[src/rtl/m107_sdr_pkg.sv]
// Shared SDRAM-side definitions for the GA21 object DMA read channels.
`timescale 1ns/1ps
package m107_sdr_pkg;
  localparam int SDR_BURST_LEN      = 4;
  localparam int SPRITE_ENTRY_BYTES = 8;
  localparam int BEAT_W             = $clog2(SDR_BURST_LEN);
  localparam logic [24:0] REGION_SPRITE_TABLE = 25'h010_0000;

  typedef enum logic [1:0] {IDLE, ISSUE, BURST, DRAIN} fetch_state_t;
endpackage

[src/rtl/sdr_beat_collector.sv]
// Counts 16-bit SDRAM beats and shifts them into a 64-bit line; discard mode only counts.
`timescale 1ns/1ps
module sdr_beat_collector
  import m107_sdr_pkg::*;
(
  input  logic        clk_ram,
  input  logic        reset,
  input  logic        en,
  input  logic        discard,
  input  logic        beat_valid,
  input  logic [15:0] beat_data,
  output logic        last,
  output logic [63:0] line
);
  logic [BEAT_W-1:0] beat_cnt;
  logic [47:0]       shift;
  logic              take;

  assign take = en & beat_valid;
  assign last = take && (beat_cnt == BEAT_W'(SDR_BURST_LEN - 1));
  // Final word comes straight from the bus so the line is ready in the last-beat cycle.
  assign line = {beat_data, shift};

  always_ff @(posedge clk_ram) begin
    if (reset) begin
      beat_cnt <= '0;
      shift    <= '0;
    end else if (take) begin
      beat_cnt <= beat_cnt + 1'b1;
      if (!discard) shift <= {beat_data, shift[47:16]};
    end
  end
endmodule

[src/rtl/sprite_table_fetch.sv]
// Sprite-instance-table read responder: 64-bit entry fetch as a 4-beat SDRAM burst,
// with a single-entry last-line cache and supersede handling for overlapping requests.
`timescale 1ns/1ps
module sprite_table_fetch
  import m107_sdr_pkg::*;
#(
  parameter int ADDR_W   = 25,
  parameter bit CACHE_EN = 1'b1
) (
  input  logic              clk_ram,
  input  logic              reset,
  input  logic              req,
  input  logic [ADDR_W-1:0] addr,
  output logic [63:0]       data,
  output logic              rdy,
  input  logic              cache_flush,
  output logic              mem_req,
  output logic [ADDR_W-1:0] mem_addr,
  input  logic              mem_ack,
  input  logic              mem_valid,
  input  logic [15:0]       mem_data
);
  localparam int TAG_W = ADDR_W - 3;

  fetch_state_t      state, state_nxt;
  logic              req_d, req_edge, hit, last, fill;
  logic [TAG_W-1:0]  req_tag, pend_tag, pend_tag_nxt, c_tag;
  logic              pend, pend_nxt, c_valid;
  logic [63:0]       c_line, line, data_nxt;
  logic              rdy_nxt, mem_req_nxt;
  logic [ADDR_W-1:0] mem_addr_nxt;
  logic              unused_low;

  assign unused_low = ^addr[2:0];
  assign req_tag    = addr[ADDR_W-1:3];
  assign req_edge   = req & ~req_d;
  assign hit        = CACHE_EN && c_valid && (c_tag == req_tag);

  sdr_beat_collector u_col (
    .clk_ram    (clk_ram),
    .reset      (reset),
    .en         (state == BURST || state == DRAIN),
    .discard    (state == DRAIN),
    .beat_valid (mem_valid),
    .beat_data  (mem_data),
    .last       (last),
    .line       (line)
  );

  always_ff @(posedge clk_ram) begin
    if (reset) state <= IDLE;
    else       state <= state_nxt;
  end

  always_comb begin
    state_nxt = state;
    unique case (state)
      IDLE:  if (req_edge && !hit) state_nxt = ISSUE;
      // An edge landing with the ack means the old burst is already committed.
      ISSUE: if (mem_ack) state_nxt = req_edge ? DRAIN : BURST;
      BURST: if (req_edge)  state_nxt = last ? ISSUE : DRAIN;
             else if (last) state_nxt = IDLE;
      DRAIN: if (last) state_nxt = ISSUE;
    endcase
  end

  always_comb begin
    rdy_nxt      = 1'b0;
    data_nxt     = data;
    mem_req_nxt  = mem_req;
    mem_addr_nxt = mem_addr;
    pend_nxt     = pend;
    pend_tag_nxt = pend_tag;
    fill         = 1'b0;
    unique case (state)
      IDLE: if (req_edge) begin
        if (hit) begin
          rdy_nxt  = 1'b1;
          data_nxt = c_line;
        end else begin
          mem_req_nxt  = 1'b1;
          mem_addr_nxt = {req_tag, 3'b000};
        end
      end
      ISSUE: if (mem_ack) begin
        mem_req_nxt = 1'b0;
        if (req_edge) begin
          pend_nxt     = 1'b1;
          pend_tag_nxt = req_tag;
        end
      end else if (req_edge) begin
        mem_addr_nxt = {req_tag, 3'b000};
      end
      BURST: if (req_edge) begin
        if (last) begin
          mem_req_nxt  = 1'b1;
          mem_addr_nxt = {req_tag, 3'b000};
        end else begin
          pend_nxt     = 1'b1;
          pend_tag_nxt = req_tag;
        end
      end else if (last) begin
        rdy_nxt  = 1'b1;
        data_nxt = line;
        fill     = 1'b1;
      end
      DRAIN: if (last) begin
        mem_req_nxt  = 1'b1;
        mem_addr_nxt = {req_edge ? req_tag : pend_tag, 3'b000};
        pend_nxt     = 1'b0;
      end else if (req_edge) begin
        pend_tag_nxt = req_tag;
      end
    endcase
  end

  always_ff @(posedge clk_ram) begin
    if (reset) begin
      req_d    <= 1'b0;
      rdy      <= 1'b0;
      data     <= '0;
      mem_req  <= 1'b0;
      mem_addr <= '0;
      pend     <= 1'b0;
      pend_tag <= '0;
    end else begin
      req_d    <= req;
      rdy      <= rdy_nxt;
      data     <= data_nxt;
      mem_req  <= mem_req_nxt;
      mem_addr <= mem_addr_nxt;
      pend     <= pend_nxt;
      pend_tag <= pend_tag_nxt;
    end
  end

  // Flush has priority over a fill landing in the same cycle.
  always_ff @(posedge clk_ram) begin
    if (reset) begin
      c_valid <= 1'b0;
      c_tag   <= '0;
      c_line  <= '0;
    end else begin
      if (fill) begin
        c_tag  <= mem_addr[ADDR_W-1:3];
        c_line <= line;
      end
      if (cache_flush)          c_valid <= 1'b0;
      else if (fill && CACHE_EN) c_valid <= 1'b1;
    end
  end
endmodule
[config.mk]
export PLATFORM = sky130hd
export DESIGN_NAME = sprite_table_fetch
export DESIGN_NICKNAME = d
export VERILOG_FILES = /design/src/rtl/m107_sdr_pkg.sv /design/src/rtl/sdr_beat_collector.sv /design/src/rtl/sprite_table_fetch.sv
export SDC_FILE = /design/constraint.sdc
export NUM_CORES = 1
export LEC_CHECK = 0
export BUFFER_PORTS_ARGS = -buffer_cell sky130_fd_sc_hd__buf_2
export CAP_MARGIN = 20
export CORE_MARGIN = 2
export CORE_UTILIZATION = 58
export DETAILED_ROUTE_END_ITERATION = 8
export PLACE_DENSITY_LB_ADDON = 0.12
export SETUP_SLACK_MARGIN = 0.15
export SLEW_MARGIN = 15
export SYNTH_ARGS = -nofsm -noshare
export SYNTH_HDL_FRONTEND = slang
export SYNTH_SLANG_ARGS = --single-unit
[constraint.sdc]
create_clock -name clk_ram -period 3 [get_ports clk_ram]
set_clock_uncertainty 0.15 [all_clocks]
set_input_delay 0.3 -clock clk_ram [delete_from_list [all_inputs] [get_ports clk_ram]]
set_output_delay 0.3 -clock clk_ram [all_outputs]
set_load 0.01 [all_outputs]
### Word level (Yosys, flattened, before mapping)

Cells that the tools add are included.

* output and inout bits: 91
* flip-flop bits (word level): 253

* add/sub/neg operators: 1
* multiplexer cells: 39
* reductions and logical operators: 15
* eq/ne operators: 19
* bitwise logic cells: 4

Operators by type and width (count)
* $mux 64: 4
* $mux 25: 7
* $pmux 64 s2: 1
* $mux 22: 5
* $pmux 25 s4: 1
* $pmux 22 s3: 1
* $ne 2x2->1 const B: 13
* $eq 22x22->1: 1
* $mux 2: 6
* $mux 1: 11
* $reduce_and 5->1: 2
* $pmux 2 s4: 1
* $reduce_and 4->1: 2
* $reduce_and 7->1: 1
* $eq 2x2->1 const B: 3
* $pmux 1 s4: 1
* $logic_and 1x1->1: 3
* $ne 3x3->1 const B: 1
* $reduce_bool 3->1: 1
* $add 2x1->2 const B: 1
* $and 1x1->1: 2
* $eq 2x1->1 const B: 1
* $logic_not 2->1: 1
* $not 1->1: 2
* 6 further kinds: 6

### Longest topological paths before layout

Gate-level depths: netlist of the first run.

* word-level depth: 7
* depth in mapped cells: 10
* gate-level depth less buffers: 8

### Modules after synthesis

A second synthesis of the first run with hierarchy kept.

* cell total of the unflattened synthesis: 1114
* area, all modules: 10682.7 um2

By module, submodules not included
* sprite_table_fetch: sequential area each 4003.8 um2, cells each 914, instances 1, area an instance 8500.7 um2
* sdr_beat_collector: sequential area each 1001.0 um2, cells each 200, instances 1, area an instance 2182.1 um2

### Least setup slack after synthesis of the first run

OpenSTA, ideal clock, no wires.

* path type: flip-flop to flip-flop
* start point: reg state[0]
* end point: reg data[0]
* clock period less this slack: 2.409 ns
* setup slack: 0.591 ns
* arrival: 2.113 ns
* stages on the path, launching flop included: 11
* library setup time: 0.146 ns
* path through: dfxtp_1 -> inv_1 -> ha_1 -> nand2_1 -> nor4_1 -> nand4_1 -> or4_1 -> buf_2 -> buf_6 -> a221oi_2 -> a211oi_2

* longest elaborated chain between the ends: 6

Ends and longest elaborated chain
* from (decl): RTL line sprite_table_fetch.sv:25 `fetch_state_t state, state_nxt;`
* from (signal assigned): RTL line sprite_table_fetch.sv:52 `else state <= state_nxt;`
* $eq 2x2->1 (on tied branches): RTL line sprite_table_fetch.sv:42, sprite_table_fetch.sv:75
* $logic_or 1x1->1: RTL line sprite_table_fetch.sv:42 `.en (state == BURST || state == DRAIN),`
* $and 1x1->1: RTL line sdr_beat_collector.sv:19 `assign take = en & beat_valid;`
* $logic_and 1x1->1: RTL line sdr_beat_collector.sv:20 `assign last = take && (beat_cnt == BEAT_W'(SDR_BURST_LEN - 1));`
* $ne 2x2->1 (no source line)
* $reduce_and 5->1 (no source line)
* to (signal assigned): RTL line sprite_table_fetch.sv:129 `data <= data_nxt;`
* to (decl): RTL line sprite_table_fetch.sv:14 `output logic [63:0] data,`

Several ways; a longest one is shown, not always the timed one.
A chain may end at the register's enable or synchronous reset.

### Worst setup path in the final report of the first run

* start point: in addr[20]
* end point: reg data[11]

* longest elaborated chain between the ends: 4

Ends and longest elaborated chain
* from (decl): RTL line sprite_table_fetch.sv:13 `input logic [ADDR_W-1:0] addr,`
* $eq 22x22->1: RTL line sprite_table_fetch.sv:37 `assign hit = CACHE_EN && c_valid && (c_tag == req_tag);`
* $logic_and 1x1->1: RTL line sprite_table_fetch.sv:37
* $ne 2x2->1 (no source line)
* $reduce_and 5->1 (no source line)

No other way between the ends.

==> results.yml, run 1 <==
outcome:
  outcome: "completed"
logic_synthesis:
  async_reset_ff_share_pct: 0
  syn_area_per_cell_um2: 9.01
  synth.distinct_cells: 36
  synth-main-ff-cell: "dfxtp_1"
  ys.warnings.count: 0
  synth_top_area_share_pct: 45.5
  ys_ff_latch: 250
  synth_area_leader_cell: "dfxtp_1"
  synth_common_cells: "274 x nand2_1, 250 x dfxtp_1, 138 x a21oi_1"
  netlist_area_mm2: 0.0110
  yosysSeqAreaShare_pct: 45.5
  netlist_instances: 1220
  synth.most_common_cell: "nand2_1"
  synth-edff-count: 0
  synth_area_leaders: "dfxtp_1 46%, nand2_1 9.4%, a221oi_2 8.2%, a211oi_2 6.8%, a21oi_1 6.3%"
die:
  rows: 50
  fp.dieW_um: 142
  initial_core_util_pct: 59.0
  num_io_pins: 138
  die_area_mm2: 0.0201
  coreArea_mm2: 0.0186
  dieHeight_um: 142
final_layout:
  nets: 1394
  drive_above_1_share_pct: 26.2
  insertedDiodeCount: 0
  areaGrowthSynthToFinish_pct: 19.0
timing:
  period_share_pct: 92.5
  min_period_ns: 2.78
  hold_viol: 0
  fin_ws_ns: 0.224
  slew_headroom_pct: 28.5
  drv_slew: 0
  rsz0062_at_grt: "true"
  setup_viol: 0
  worst_slew_pin_slew_ns: 1.07
  fin_tns_setup_ns: 0
  max_freq_ghz: 0.360
global_routing:
  grt_usage_pct: 25.5
  grt_max_degree: 108
  grt_first_pass_wirelength_um: 42200
  antenna_found_initial: 0
  grt-ovfl-total: 0
  grt_pass1_vias: 8143
clocking:
  clock_sinks: 250
  cts_tree: "done"
  clock_latency_ns: 0.52
  h-tree-depth: 1
  clk_pin_slew_worst_paths_ns: 0.06
  ctsRootBufferMaster: "clkbuf_16"
  cts_inserted_buffers: 26
  clockBufferDepth: 3
critical_path:
  worst-r2r-cell-count: 9
  worstReg2RegEnd: "data[11]"
  cp_slowest_cell: "or4_4"
  critPathMaxFanout: 22
  crit_start: "addr[20]"
  critPathArrivalTime_ns: 3.06
  required_ns: 3.28
  max_stage_delay_ns: 0.62
  rrSetupSlack_ns: 0.31
  cp-end-kind: "register"
  crit_chain: "dlygate4sd3_1 > buf_2 > xor2_1 > nor4_2 > buf_4 > nand4_1 > or4_4 > and2_4 > buf_16 > a211oi_2"
  cp-endpoint: "data[11]"
  crit_type: "input port to register"
  timing.rr.start: "state[0]"
  critPathLaunchType: "input port"
placed_design:
  io_buffers: 131
  gp_congestion: 0.791
  dp_slack_ns: 0.118
  dp_hpwl_um: 15500
power_and_ir_drop:
  power.density_mw_per_mm2: 552
  p_leak_uw: 0.00500
  irDropWorstVdd_mv: 0.586
routing:
  drc: 0
  vias: 8905
  wl_um: 26500
  wl_per_cell_um: 16.7
  ant_nets: 0
  dr.first_iter.drc_count: 584
  dr.pass1.iters: 5
  routed_via_density: 5.60
min_path:
  hp-class: "input port to register"
flow_run:
  cap_violations: 0
-- report_power, final --
part | internal, µW | switching (µW) | total, µW
clock network | 1800 | 1250 | 3050
logic | 278 | 415 | 693
registers | 3410 | 66.7 | 3480
total | 5490 | 1730 | 7220
-- cell usage in the layout, fill, tap and decap left out, types with 3 or more instances in the layout --
cell	count
buf_12	6
xor2_1	23
a31o_2	23
a21oi_1	138
dfxtp_1	250
nor3_1	25
conb_1	3
clkbuf_1	10
mux2i_1	46
ha_1	3
clkbuf_8	4
nand2_1	274
dlygate4sd3_1	40
nor4_1	3
buf_4	19
nor2_1	35
o21ai_0	5
inv_1	68
buf_2	130
nor2b_1	66
a221oi_2	62
clkbuf_16	28
a211oi_2	63
-- sequential cells by signal, summed over array words and instances (netlist names) --
register        flops
req_d               1
c_line             64
c_valid             1
data               64
c_tag              22
rdy                 1
pend_tag           22
u_col.shift        48
mem_req             1
state               2
mem_addr           22
u_col.beat_cnt      2
-- per-layer routing --
metal	wire length [µm]	up-vias	global-route usage, %
li1	-	4397	-
met1	12200	4251	36.5
met2	12400	222	40.9
met3	1540	35	4.08
met4	459	0	5.74
met5	0	-	0
-- layout make-up --
type | count | area (µm²)
timing repair buffer | 200 | 1420
multi-input combinational | 795 | 5320
clock inverter | 3 | 40.0
inverter | 69 | 259
clock buffer | 40 | 754
sequential | 250 | 5000
tap | 234 | 293
fill | 1451 | 5550
-- kinds of logic (layout without fill, tap and decap cells) --
group | Yosys count | in the layout | share of synthesized area (%)
AO/OA/AOI/OAI | 301 | 301 | 24.4
XOR/XNOR | 23 | 23 | 1.83
adder cells (fa/ha/maj) | 5 | 5 | 0.569
buffers and inverters | 177 | 312 | 7.06
flip-flops | 250 | 250 | 45.5
multiplexers | 46 | 46 | 4.19
other | 1 | 3 | 0.0341
AND/OR/NAND/NOR | 417 | 417 | 16.4
-- worst min path at each step --
stage | start | endpoint | slack, ns | cells after the start
finish | mem_valid | u_col.beat_cnt[0] | 0.07 | 4
global route | reset | pend_tag[19] | 0.1 | 2
detailed placement | c_line[10] | c_line[10] | 0.29 | 2
floorplan | cache_flush | c_valid | 0.23 | 1
CTS | mem_valid | u_col.beat_cnt[0] | 0.07 | 4
global placement | c_line[54] | c_line[54] | 0.29 | 2
-- critical path: cells and delay by family --
kind	cells	cell delay, ns
simple gates	4	1.31
buf+inv	4	1.03
compound gates	1	0.23
xor+xnor	1	0.15
-- timing repair --
action / 4_1_cts / 5_1_grt
hold buffers: 40 / 0
hold endpoints to repair: 56 / 0
resized for setup: 0 / 9
setup buffers: 0 / 3
pin swaps: 1 / 11
endpoints found under the setup margin: 20 / 64
gates cloned: 0 / 2
-- metrics by stage --
step / total power [µW] / hold slack [ns] / instances / util, % / instance area (µm²)
2_1_floorplan: 3960 / 0.229 / 1222 / - / 11000
3_3_place_gp: 4170 / 0.287 / 1502 / 63.1 / 11800
3_5_place_dp: 4190 / 0.292 / 1502 / 63.1 / 11800
4_1_cts: 7240 / 0.0682 / 1585 / 69.5 / 13000
5_1_grt: 7470 / 0.0982 / 1591 / 70.2 / 13100
6_report: 7220 / 0.0731 / 1591 / 70.2 / 13100
(Power assumes the default switching activity.)
==> run 2, diff against run 1 <==
- clock period: 3 -> 2.8 ns (I/O delays scaled with it)
==> run 2 against run 1 <==
  * Combinational power up 11%
  * Cell count grew 0.69%
  * Sequential share of layout area decreased by 0.66 points
  * Total power increased by 11%
  * Via count increased by 0.58%
  * Count of clock-buffer cells in the layout is 1 lower
  * Routed wire length is 1.1% higher
  * Global-route usage increased by 0.59 points
  * First-iteration DRC count increased by 1.4%
  * Design area is 1.9% higher
  * Hold slack lost 0.048 ns
  * Non-clock buffer count increased by 9
==> results.yml, run 2 (synthesis gave the netlist of run 1 again) <==
routing:
  wl_met1_um: 12300
  ant_nets: 0
  routed_via_density: 5.59
  wl_per_cell_um: 16.8
  drc: 0
  wl_um: 26900
  wl_met3_um: 1650
  highest_layer: "met4"
  dr.first_iter.drc_count: 592
  dr.pass1.iters: 5
  vias: 8957
  routed-wl-met2_um: 12400
flow_run:
  cap_violations: 0
critical_path:
  path_delay_family: "simple AND/OR/NAND/NOR gates"
  crit_start: "addr[17]"
  timing.rr.start: "state[1]"
  required_ns: 3.10
  max_stage_delay_ns: 0.60
  crit_cells: 10
  cp-end-kind: "register"
  critPathLaunchType: "input port"
  worstReg2RegEnd: "data[62]"
  cp_slowest_cell: "or4_4"
  cp-endpoint: "data[62]"
  cpMostUsedCell: "buf_12"
  crit_chain: "dlygate4sd3_1 > buf_2 > xor2_1 > nor4_1 > nand4_1 > or4_4 > and2_4 > buf_12 > buf_12 > a211oi_2"
  rrSetupSlack_ns: 0.18
  crit_type: "input port to register"
  worst-r2r-cell-count: 10
  critPathArrivalTime_ns: 2.94
  critPathMaxFanout: 8
  critical_path_buf_inv_count: 4
outcome:
  outcome: "completed"
power_and_ir_drop:
  power.density_mw_per_mm2: 601
  p_leak_uw: 0.00513
  finalPower_uw: 8020
  irDropWorstVdd_mv: 0.472
global_routing:
  grt_max_degree: 109
  grt-ovfl-total: 0
  antenna_found_initial: 1
  grt_pass1_vias: 8484
  grt_first_pass_wirelength_um: 43100
  grt_usage_pct: 26.1
clocking:
  clk_pin_slew_worst_paths_ns: 0.06
  clockBufferDepth: 3
  clock_latency_ns: 0.53
  h-tree-depth: 1
  clock_sinks: 250
  cts_inserted_buffers: 26
  ctsRootBufferMaster: "clkbuf_16"
  cts_tree: "done"
min_path:
  hp-start: "reset"
  hp-class: "input port to register"
  whs_path_depth: 2
timing:
  min_period_ns: 2.64
  rsz0062_at_grt: "true"
  drv_slew: 0
  slew_headroom_pct: 48.7
  period_share_pct: 94.3
  hold_viol: 0
  max_freq_ghz: 0.379
  fin_tns_setup_ns: 0
  setup_viol: 0
  worst_slew_pin_slew_ns: 0.770
placed_design:
  place_area_mm2: 0.0119
  gp_congestion: 0.813
  io_buffers: 131
  dp_hpwl_um: 15800
final_layout:
  drive_above_1_share_pct: 27.6
  areaGrowthSynthToFinish_pct: 21.3
  final_area_mm2: 0.0133
  mostFrequentLayoutCells: "273 x nand2_1, 246 x dfxtp_1, 138 x a21oi_1"
  nets: 1403
  utilization_pct: 71.6
  final_common_cell: "nand2_1"
  biggestRegsByFlops: "c_line: 64 flops, data: 64 flops, u_col.shift: 48 flops"
die:
  rows: 50
  coreArea_mm2: 0.0186
  num_io_pins: 138
  die_area_mm2: 0.0201
  fp.dieW_um: 142
  initial_core_util_pct: 59.0
  dieHeight_um: 142
==> run 2: changes by cell type in the layout (fill, tap and decap cells not counted), moves of 4 or more <==
cell,delta
buf_12,+6
clkbuf_8,+5
dfxtp_1,-4
buf_4,+4
clkbuf_1,-6
==> run 2: power by group <==
group | internal, µW | switching, µW | total, µW | leakage (µW)
clock network | 2140 | 1390 | 3530 | 0.000435
registers | 3660 | 72.6 | 3730 | 0.00202
logic | 316 | 456 | 772 | 0.00267
total | 6110 | 1920 | 8020 | 0.00513
==> run 2: area by class of cell <==
type / instances / area (µm²)
sequential: 250 / 5010
clock inverter: 5 / 75.1
multi-input combinational: 795 / 5360
tap: 234 / 293
antenna: 1 / 2.50
fill: 1433 / 5300
timing repair buffer: 209 / 1540
clock buffer: 39 / 801
inverter: 69 / 262
==> run 2: metrics by stage <==
| stage | worst slack [ns] | cells | hold WS, ns |
|---|---|---|---|
| finish | 0.161 | 1602 | 0.0247 |
| global route | 0.121 | 1601 | 0.0407 |
| CTS | 0.161 | 1593 | 0.0229 |
| detailed placement | 0.0767 | 1509 | 0.292 |
| global placement | 0.0852 | 1509 | 0.287 |
| floorplan | 0.391 | 1222 | 0.209 |
==> run 2: what timing repair did <==
| item | 4_1_cts | 5_1_grt |
|---|---|---|
| endpoints found under the setup margin | 64 | 64 |
| cloned | 0 | 1 |
| hold buffers | 40 | 0 |
| setup buffers | 0 | 7 |
| endpoints found under the hold margin | 59 | 0 |
| pin swaps | 1 | 25 |
| resized for setup | 1 | 27 |
==> run 2: worst reg2reg max path: cells and delay by family (launching register included) <==
kind / cells / cell delay [ns]
DFF: 1 / 0.35
buffers and inverters: 3 / 0.37
AOI/OAI and AO/OA: 1 / 0.20
adders and majority gates: 1 / 0.13
and+or+nand+nor: 5 / 1.34
==> run 2: worst min-delay path by stage <==
stage	slack, ns	endpoint
final	0.02	pend_tag[14]
after floorplan	0.21	c_valid
after global placement	0.29	c_line[42]
after global routing	0.04	pend_tag[14]
after CTS	0.02	pend_tag[14]
after detailed placement	0.29	c_line[37]
==> run 2: layer usage <==
| layer | up-vias | track usage (%) |
|---|---|---|
| met5 | - | 0 |
| met1 | 4230 | 36.2 |
| li1 | 4418 | - |
| met2 | 265 | 42.2 |
| met4 | 0 | 7.16 |
| met3 | 44 | 4.66 |
